## config.mk

```make
export PLATFORM = sky130hd
export DESIGN_NAME = fifo_rd_seq
export DESIGN_NICKNAME = d
export VERILOG_FILES = /design/src/rtl/fifo_rd_seq.sv
export SDC_FILE = /design/constraint.sdc
export NUM_CORES = 1
export LEC_CHECK = 0
export ABC_CLOCK_PERIOD_IN_PS = 4080
export BUFFER_PORTS_ARGS = -buffer_cell sky130_fd_sc_hd__buf_2
export CORE_ASPECT_RATIO = 0.9
export CORE_UTILIZATION = 56
export CTS_CLUSTER_DIAMETER = 60
export DETAILED_ROUTE_END_ITERATION = 7
export PLACE_DENSITY = 0.76
export SLEW_MARGIN = 40
export SYNTH_ARGS = -nofsm -noshare
export SYNTH_HDL_FRONTEND = slang
export SYNTH_SLANG_ARGS = --single-unit
```

## constraint.sdc

```tcl
create_clock -name i_clk -period 4.08 [get_ports i_clk]
set_input_delay 0.816 -clock i_clk [delete_from_list [all_inputs] [get_ports i_clk]]
set_output_delay 0.816 -clock i_clk [all_outputs]
set_load 0.01 [all_outputs]
```

## src/rtl/fifo_rd_seq.sv

```systemverilog
`default_nettype none
// +--------------------------------------------------------------------------+
// | Module      : fifo_rd_seq                                                |
// | Description : Read sequencer for the multi-lane FIFO RAM buffer in the   |
// |               conv datapath. Tracks occupancy from write events and for  |
// |               each output pixel reads a kernel window (repeated for      |
// |               weight-reuse passes), then pops the stride.                |
// | Ports       : i_clk/i_rst_n   clock, async active-low reset              |
// |               i_flush         sync clear of occupancy, pointer and FSM   |
// |               i_start, i_cfg_* frame start and latched configuration     |
// |               i_wr            mirror of the buffer write strobes         |
// |               i_pe_ready      PE able to take data for a read            |
// |               o_read/o_raddr  buffer read strobe and address             |
// |               o_lastpix/o_pop buffer rewind and pop strobes              |
// |               o_occ/o_full    occupancy and upstream backpressure        |
// |               o_busy/o_done/o_err  status                                |
// | Revision    : 1.0  initial release                                       |
// +--------------------------------------------------------------------------+
module fifo_rd_seq #(
   parameter int SIZE  = 12,
   parameter int AWD   = $clog2(SIZE),
   parameter int RPWD  = 4,
   parameter int PIXWD = 16
) (
   input  logic             i_clk,
   input  logic             i_rst_n,
   input  logic             i_flush,
   input  logic             i_start,
   input  logic [AWD:0]     i_cfg_win,
   input  logic [RPWD-1:0]  i_cfg_reuse,
   input  logic [AWD:0]     i_cfg_stride,
   input  logic [PIXWD-1:0] i_cfg_npix,
   input  logic             i_wr,
   input  logic             i_pe_ready,
   output logic             o_read,
   output logic [AWD-1:0]   o_raddr,
   output logic             o_lastpix,
   output logic             o_pop,
   output logic [AWD:0]     o_occ,
   output logic             o_full,
   output logic             o_busy,
   output logic             o_done,
   output logic             o_err
);

   localparam logic [AWD:0]   C_SIZE = (AWD+1)'(SIZE);
   localparam logic [AWD-1:0] C_LAST = AWD'(SIZE-1);

   typedef enum logic [2:0] {
      S_IDLE = 3'd0,
      S_WAIT = 3'd1,
      S_READ = 3'd2,
      S_POP  = 3'd3,
      S_DONE = 3'd4
   } state_t;

   state_t           state_q, state_d;
   logic [AWD:0]     occ_q, occ_d;
   logic [AWD-1:0]   start_q, start_d;
   logic [AWD-1:0]   idx_q, idx_d;       // next window entry to issue
   logic [AWD-1:0]   ridx_q, ridx_d;     // window entry currently presented
   logic [RPWD-1:0]  pass_q, pass_d;
   logic [PIXWD-1:0] pix_q, pix_d;
   logic [AWD:0]     popcnt_q, popcnt_d;
   logic             fin_q, fin_d;       // presenting the final read of a pixel
   logic [AWD:0]     win_q, win_d;
   logic [RPWD-1:0]  reuse_q, reuse_d;
   logic [AWD:0]     stride_q, stride_d;
   logic [PIXWD-1:0] npix_q, npix_d;
   logic             read_q, read_d;
   logic             lastpix_q, lastpix_d;
   logic             pop_q, pop_d;
   logic             done_q, done_d;
   logic             err_q, err_d;
   logic             busy_q, busy_d;
   logic             full_q, full_d;
   logic             issue_en;
   logic             cfg_bad;
   logic [PIXWD-1:0] pix_inc;
   logic [AWD:0]     raddr_sum;

   assign cfg_bad = (i_cfg_win == '0) || (i_cfg_reuse == '0) || (i_cfg_stride == '0) ||
                    (i_cfg_npix == '0) || (i_cfg_win > C_SIZE) || (i_cfg_stride > i_cfg_win);
   assign pix_inc = pix_q + 1'b1;

   // Outputs are registered one cycle ahead: every *_d strobe computed here is
   // what the buffer sees during the next cycle, so the issue decision for a
   // read is taken (with i_pe_ready) in the cycle before the strobe appears.
   always_comb begin
      state_d   = state_q;
      occ_d     = occ_q;
      start_d   = start_q;
      idx_d     = idx_q;
      ridx_d    = ridx_q;
      pass_d    = pass_q;
      pix_d     = pix_q;
      popcnt_d  = popcnt_q;
      fin_d     = fin_q;
      win_d     = win_q;
      reuse_d   = reuse_q;
      stride_d  = stride_q;
      npix_d    = npix_q;
      read_d    = 1'b0;
      lastpix_d = 1'b0;
      pop_d     = 1'b0;
      done_d    = 1'b0;
      err_d     = err_q;
      issue_en  = 1'b0;

      // A write at full is flagged and dropped; write+pop leaves occ unchanged.
      if (i_wr && occ_q == C_SIZE) begin
         err_d = 1'b1;
      end
      if (i_wr && !pop_q && occ_q != C_SIZE) begin
         occ_d = occ_q + 1'b1;
      end else if (!i_wr && pop_q) begin
         occ_d = occ_q - 1'b1;
      end
      if (pop_q) begin
         start_d = (start_q == C_LAST) ? '0 : start_q + 1'b1;
      end

      case (state_q)
         S_IDLE: begin
            if (i_start) begin
               win_d    = i_cfg_win;
               reuse_d  = i_cfg_reuse;
               stride_d = i_cfg_stride;
               npix_d   = i_cfg_npix;
               idx_d    = '0;
               pass_d   = '0;
               pix_d    = '0;
               fin_d    = 1'b0;
               if (cfg_bad) begin
                  err_d   = 1'b1;
                  done_d  = 1'b1;
                  state_d = S_DONE;
               end else begin
                  state_d = S_WAIT;
               end
            end
         end
         S_WAIT: begin
            if (occ_q >= win_q) begin
               state_d  = S_READ;
               issue_en = 1'b1;
            end
         end
         S_READ: begin
            if (fin_q) begin
               fin_d    = 1'b0;
               state_d  = S_POP;
               pop_d    = 1'b1;
               popcnt_d = (AWD+1)'(1);
            end else begin
               issue_en = 1'b1;
            end
         end
         S_POP: begin
            if (popcnt_q == stride_q) begin
               pix_d = pix_inc;
               if (pix_inc == npix_q) begin
                  state_d = S_DONE;
                  done_d  = 1'b1;
               end else begin
                  state_d = S_WAIT;
               end
            end else begin
               pop_d    = 1'b1;
               popcnt_d = popcnt_q + 1'b1;
            end
         end
         S_DONE: begin
            pix_d   = '0;
            state_d = S_IDLE;
         end
         default: state_d = S_IDLE;
      endcase

      if (issue_en && i_pe_ready) begin
         read_d = 1'b1;
         ridx_d = idx_q;
         if ({1'b0, idx_q} == (win_q - 1'b1)) begin
            idx_d = '0;
            if (pass_q < (reuse_q - 1'b1)) begin
               lastpix_d = 1'b1;
               pass_d    = pass_q + 1'b1;
            end else begin
               pass_d = '0;
               fin_d  = 1'b1;
            end
         end else begin
            idx_d = idx_q + 1'b1;
         end
      end

      if (i_flush) begin
         state_d   = S_IDLE;
         occ_d     = '0;
         start_d   = '0;
         idx_d     = '0;
         ridx_d    = '0;
         pass_d    = '0;
         pix_d     = '0;
         popcnt_d  = '0;
         fin_d     = 1'b0;
         read_d    = 1'b0;
         lastpix_d = 1'b0;
         pop_d     = 1'b0;
         done_d    = 1'b0;
         err_d     = 1'b0;
      end

      busy_d = (state_d != S_IDLE);
      full_d = (occ_d == C_SIZE);
   end

   always_ff @(posedge i_clk or negedge i_rst_n) begin
      if (!i_rst_n) begin
         state_q   <= S_IDLE;
         occ_q     <= '0;
         start_q   <= '0;
         idx_q     <= '0;
         ridx_q    <= '0;
         pass_q    <= '0;
         pix_q     <= '0;
         popcnt_q  <= '0;
         fin_q     <= 1'b0;
         win_q     <= '0;
         reuse_q   <= '0;
         stride_q  <= '0;
         npix_q    <= '0;
         read_q    <= 1'b0;
         lastpix_q <= 1'b0;
         pop_q     <= 1'b0;
         done_q    <= 1'b0;
         err_q     <= 1'b0;
         busy_q    <= 1'b0;
         full_q    <= 1'b0;
      end else begin
         state_q   <= state_d;
         occ_q     <= occ_d;
         start_q   <= start_d;
         idx_q     <= idx_d;
         ridx_q    <= ridx_d;
         pass_q    <= pass_d;
         pix_q     <= pix_d;
         popcnt_q  <= popcnt_d;
         fin_q     <= fin_d;
         win_q     <= win_d;
         reuse_q   <= reuse_d;
         stride_q  <= stride_d;
         npix_q    <= npix_d;
         read_q    <= read_d;
         lastpix_q <= lastpix_d;
         pop_q     <= pop_d;
         done_q    <= done_d;
         err_q     <= err_d;
         busy_q    <= busy_d;
         full_q    <= full_d;
      end
   end

   // Address wraps modulo the FIFO depth, which need not be a power of two.
   assign raddr_sum = {1'b0, start_q} + {1'b0, ridx_q};
   assign o_raddr   = AWD'((raddr_sum >= C_SIZE) ? (raddr_sum - C_SIZE) : raddr_sum);

   assign o_read    = read_q;
   assign o_lastpix = lastpix_q;
   assign o_pop     = pop_q;
   assign o_occ     = occ_q;
   assign o_full    = full_q;
   assign o_busy    = busy_q;
   assign o_done    = done_q;
   assign o_err     = err_q;

endmodule
`default_nettype wire
```

==> flow_metrics.env <==
export IMPL_slew_headroom_pct=54.3
export IMPL_netlist_top_cells_area="sky130_fd_sc_hd__dfrtp_1, sky130_fd_sc_hd__ha_1, sky130_fd_sc_hd__mux2_2"
export IMPL_crit_type="flip-flop to output pin"
export IMPL_drv_max_cap_violation_count=0
export IMPL_final_layout_size_suffix_gt1_share_pct=17.6
export IMPL_worst_hold_path_type="primary input to asynchronous set/reset pin"
export IMPL_wire_per_inst_um=15.7
export IMPL_hold_buffers=0
export IMPL_total_power_density_per_cell_area_mw_per_mm2=326
export IMPL_synth_area_leader_cell="sky130_fd_sc_hd__dfrtp_1"
export IMPL_clock_fmax_ghz=0.290
export IMPL_postRouteWirelength_um=11000
export IMPL_effective_utilization_at_floorplan_pct=58.2
export IMPL_slowest_stage="sky130_fd_sc_hd__dfrtp_1"
export IMPL_vdd_ir_drop_worst_uv=243
export IMPL_clk_insertion_delay_late_ns=0.36
export IMPL_finalHoldViolations=0
export IMPL_place_area_sq_mm=0.00539
export IMPL_synth_edff_count=0
export IMPL_critical_path_max_stage_delay_ns=0.45
export IMPL_synth_warning_count=0
export IMPL_clk_pin_slew_ns=0.10
export IMPL_status="complete, no violations"
export IMPL_worst_ep_required_time_ns=3.26
export IMPL_start_kind="flip-flop"
export IMPL_io_pins=52
export IMPL_report_power_total_uw=1820
export IMPL_drt_first_iter_violations=290
export IMPL_muxShareOfSynthArea_pct=6.69
export IMPL_grt_ovfl_total=0
export IMPL_power_frac_seq_pct=51.2
export IMPL_syn_avg_cell_area_sq_um=9.46
export IMPL_grtUsageTotal_pct=25.2
export IMPL_design_die_area_sq_mm=0.00937
export IMPL_synth_flop_cell="sky130_fd_sc_hd__dfrtp_1"
export IMPL_synthesized_area_fraction_occupied_by_xor_and_xnor_cells_pct=7.13
export IMPL_synthAdderAreaFrac_pct=7.11
export IMPL_die_width_um=102
export IMPL_antenna_found_initial=0
export IMPL_area_growth_syn_to_layout_pct=10.9
export IMPL_critical_path_arrival_ns=2.63
export IMPL_timing_max_transition_violations_final=0
export IMPL_first_global_vias=3975
export IMPL_leakagePower_uw=0.00253
export IMPL_htreeDepth=3
export IMPL_synth_seq_area_share_pct=41.3
export IMPL_worst_slew_pin_transition_ns=0.681
export IMPL_post_synthesis_simple_gate_area_fraction_pct=19.0
export IMPL_worst_path_dominant_cell_family="adder cells"
export IMPL_synth_ff_latch_count=83
export IMPL_routability_cong=0.867
export IMPL_finalNetCount=640
export IMPL_netlist_instances=532
export IMPL_synth_lib_cells_used_distinct=60
export IMPL_io_buffer_count=51
export IMPL_netSwitchingFraction_pct=30.5
export IMPL_synth_top_cell_area_share_pct=41.3
export IMPL_async_s_r_ff_share_synth_pct=100
export IMPL_maximum_number_of_pins_on_one_net_before_global_route_repair=84
export IMPL_critPathBufInv=3
export IMPL_crit_chain="ha_1, inv_1, fa_1, xnor2_1, ha_1, a31oi_1, nand2_1, nor2_1, inv_1, a21oi_1, buf_2"
export IMPL_grt_first_pass_wirelength_um=18600
export IMPL_unrepaired_setup_endpoints_after_global_routing="false"
export IMPL_p_comb_share_pct=17.8
export IMPL_clock_tree_root_cell="sky130_fd_sc_hd__clkbuf_8"
export IMPL_detail_route_drc_violations=0
export IMPL_cts_resized=0
export IMPL_final_setup_viols=0
export IMPL_dp_hpwl_um=8100
export IMPL_worst_clock_skew_on_the_final_layout_ns=0.0170
export IMPL_period_needed_ns=3.45
export IMPL_vias_per_cell=5.90
export IMPL_drt_pre_antenna_iters=5
export IMPL_antennaDiodeCount=0
export IMPL_post_route_setup_tns_ns=0
export IMPL_num_rows=32
export IMPL_switching_power_uw=556
export IMPL_core_region_area_sq_mm=0.00865
export IMPL_cts_buf_count=9
export IMPL_synth_cell_area_sq_mm=0.00503
export IMPL_tritoncts="built"
export IMPL_via_count=4129
export IMPL_dp_cells=684
export IMPL_die_h_um=91.9
export IMPL_instances_no_fill=700
export IMPL_synth_compound_area_share_pct=14.8
export IMPL_cts_path_max_buffers=2
export IMPL_timing_final_crit_share_pct=84.5
export IMPL_postSynthNetCount=596
export IMPL_final_antenna_net_count=0
export IMPL_synth_top_family_by_area="simple AND/OR/NAND/NOR gates"
export IMPL_internal_power_uw=1260
export IMPL_stdcell_area_sq_mm=0.00558
export IMPL_post_cts_setup_buffer_count=0
export IMPL_worstSetupEndpointType="output pin"
export IMPL_worstPathMaxFanout=6
export IMPL_clock_sinks=83
export IMPL_share_clk_of_total_power_pct=31.1
==> stage by stage <==
| stage | worst slack, ns | hold WS, ns | utilization [%] |
|---|---|---|---|
| 4_1_cts | 0.656 | 0.528 | 64.5 |
| 2_1_floorplan | 1.31 | 0.464 | - |
| 3_5_place_dp | 1.07 | 0.505 | 62.4 |
| 3_3_place_gp | 1.22 | 0.491 | 62.2 |
| 5_1_grt | 0.445 | 0.539 | 64.5 |
| 6_report | 0.631 | 0.487 | 64.5 |
==> placed cells by master (no fill, tap or decap), types with 4 or more instances in the layout <==
cell	count
sky130_fd_sc_hd__buf_4	4
sky130_fd_sc_hd__nand2b_1	15
sky130_fd_sc_hd__a21oi_1	22
sky130_fd_sc_hd__and3_1	6
sky130_fd_sc_hd__o41ai_1	5
sky130_fd_sc_hd__clkbuf_8	10
sky130_fd_sc_hd__o211ai_1	4
sky130_fd_sc_hd__o21ai_1	4
sky130_fd_sc_hd__xnor2_1	27
sky130_fd_sc_hd__nand4_1	7
sky130_fd_sc_hd__buf_2	50
sky130_fd_sc_hd__a31oi_1	5
sky130_fd_sc_hd__o21ai_0	43
sky130_fd_sc_hd__nand3_1	20
sky130_fd_sc_hd__mux2_2	21
sky130_fd_sc_hd__a21o_1	4
sky130_fd_sc_hd__nor4_1	8
sky130_fd_sc_hd__xor2_1	14
sky130_fd_sc_hd__nand2_1	37
sky130_fd_sc_hd__ha_1	27
sky130_fd_sc_hd__mux2i_1	10
sky130_fd_sc_hd__nor2b_1	8
sky130_fd_sc_hd__o31ai_1	7
sky130_fd_sc_hd__nor3_1	10
sky130_fd_sc_hd__dfrtp_1	83
sky130_fd_sc_hd__inv_1	29
sky130_fd_sc_hd__nor2_1	43
==> area by class of cell <==
cell class / instances / area [sq um]
fill: 740 / 3070
multi-input combinational: 398 / 2770
sequential: 83 / 2080
timing repair buffer: 55 / 294
tap: 119 / 149
clock buffer: 9 / 124
inverter: 29 / 109
clock inverter: 7 / 58.8
==> power groups by stage <==
stage | Clock [uW] | Combinational [uW] | Sequential (uW)
floorplan | 0 | 228 | 935
global placement | 0 | 310 | 945
detailed placement | 0 | 324 | 948
CTS | 573 | 326 | 931
global route | 607 | 365 | 939
finish | 566 | 323 | 932
==> state kept, by name, indices dropped and copies added, names as in the netlist, 3 cells and up <==
signal	cells
popcnt_q	5
reuse_q	4
state_q	3
idx_q	4
pix_q	16
start_q	4
o_occ	5
npix_q	16
win_q	5
pass_q	4
ridx_q	4
stride_q	5
==> cells by family after synthesis <==
group	count (synthesis)
flip-flops	83
adder cells (fa/ha/maj)	28
AO/OA/AOI/OAI	119
buffers and inverters	51
AND/OR/NAND/NOR	179
XOR/XNOR	41
multiplexers	31
==> Yosys cell counts (3+ instances only) <==
cell type                   n
sky130_fd_sc_hd__o21ai_1    4
sky130_fd_sc_hd__mux2_2    21
sky130_fd_sc_hd__o41ai_1    5
sky130_fd_sc_hd__clkbuf_1  16
sky130_fd_sc_hd__xnor2_1   27
sky130_fd_sc_hd__nor2_1    43
sky130_fd_sc_hd__nor3_1    10
sky130_fd_sc_hd__ha_1      27
sky130_fd_sc_hd__xor2_1    14
sky130_fd_sc_hd__nand2_1   38
sky130_fd_sc_hd__a22oi_1    3
sky130_fd_sc_hd__nand2b_1  15
sky130_fd_sc_hd__inv_1     29
sky130_fd_sc_hd__o21ai_0   43
sky130_fd_sc_hd__nand3b_1   3
sky130_fd_sc_hd__a211o_1    3
sky130_fd_sc_hd__mux2i_1   10
sky130_fd_sc_hd__buf_4      3
sky130_fd_sc_hd__nor4b_1    3
sky130_fd_sc_hd__o211ai_1   4
sky130_fd_sc_hd__dfrtp_1   83
sky130_fd_sc_hd__a21o_1     4
sky130_fd_sc_hd__nand4_1    7
sky130_fd_sc_hd__nor2b_1    8
sky130_fd_sc_hd__nand3_1   20
sky130_fd_sc_hd__or3_1      3
sky130_fd_sc_hd__and3_1     6
sky130_fd_sc_hd__o31ai_1    7
sky130_fd_sc_hd__and4b_1    3
sky130_fd_sc_hd__nor4_1     8
sky130_fd_sc_hd__a21oi_1   22
sky130_fd_sc_hd__a31oi_1    5
==> path summary, 6_finish.rpt <==
| check | startpoint | end | slack (ns) | cells past startpoint |
|---|---|---|---|---|
| worst max-delay path | start_q[0] | o_raddr[2] | 0.63 | 11 |
| worst min-delay path | i_rst_n | reuse_q[1] | 0.49 | 1 |
| worst max register to register | pix_q[0] | state_q[2] | 1.40 | 8 |
| worst min register to register | npix_q[12] | npix_q[12] | 0.53 | 1 |
| max in group asynchronous | i_rst_n | start_q[1] | 3.13 | 1 |
| min in group i_clk | npix_q[12] | npix_q[12] | 0.53 | 1 |
==> layer usage <==
metal / up-vias / track usage [%] / routed length [um]
li1: 1986 / - / -
met1: 2043 / 35.7 / 5300
met2: 90 / 40.8 / 5240
met3: 10 / 3.51 / 362
met4: 0 / 6.31 / 89
met5: - / 0 / 0
Note: power is estimated with default switching activity, not from simulation.
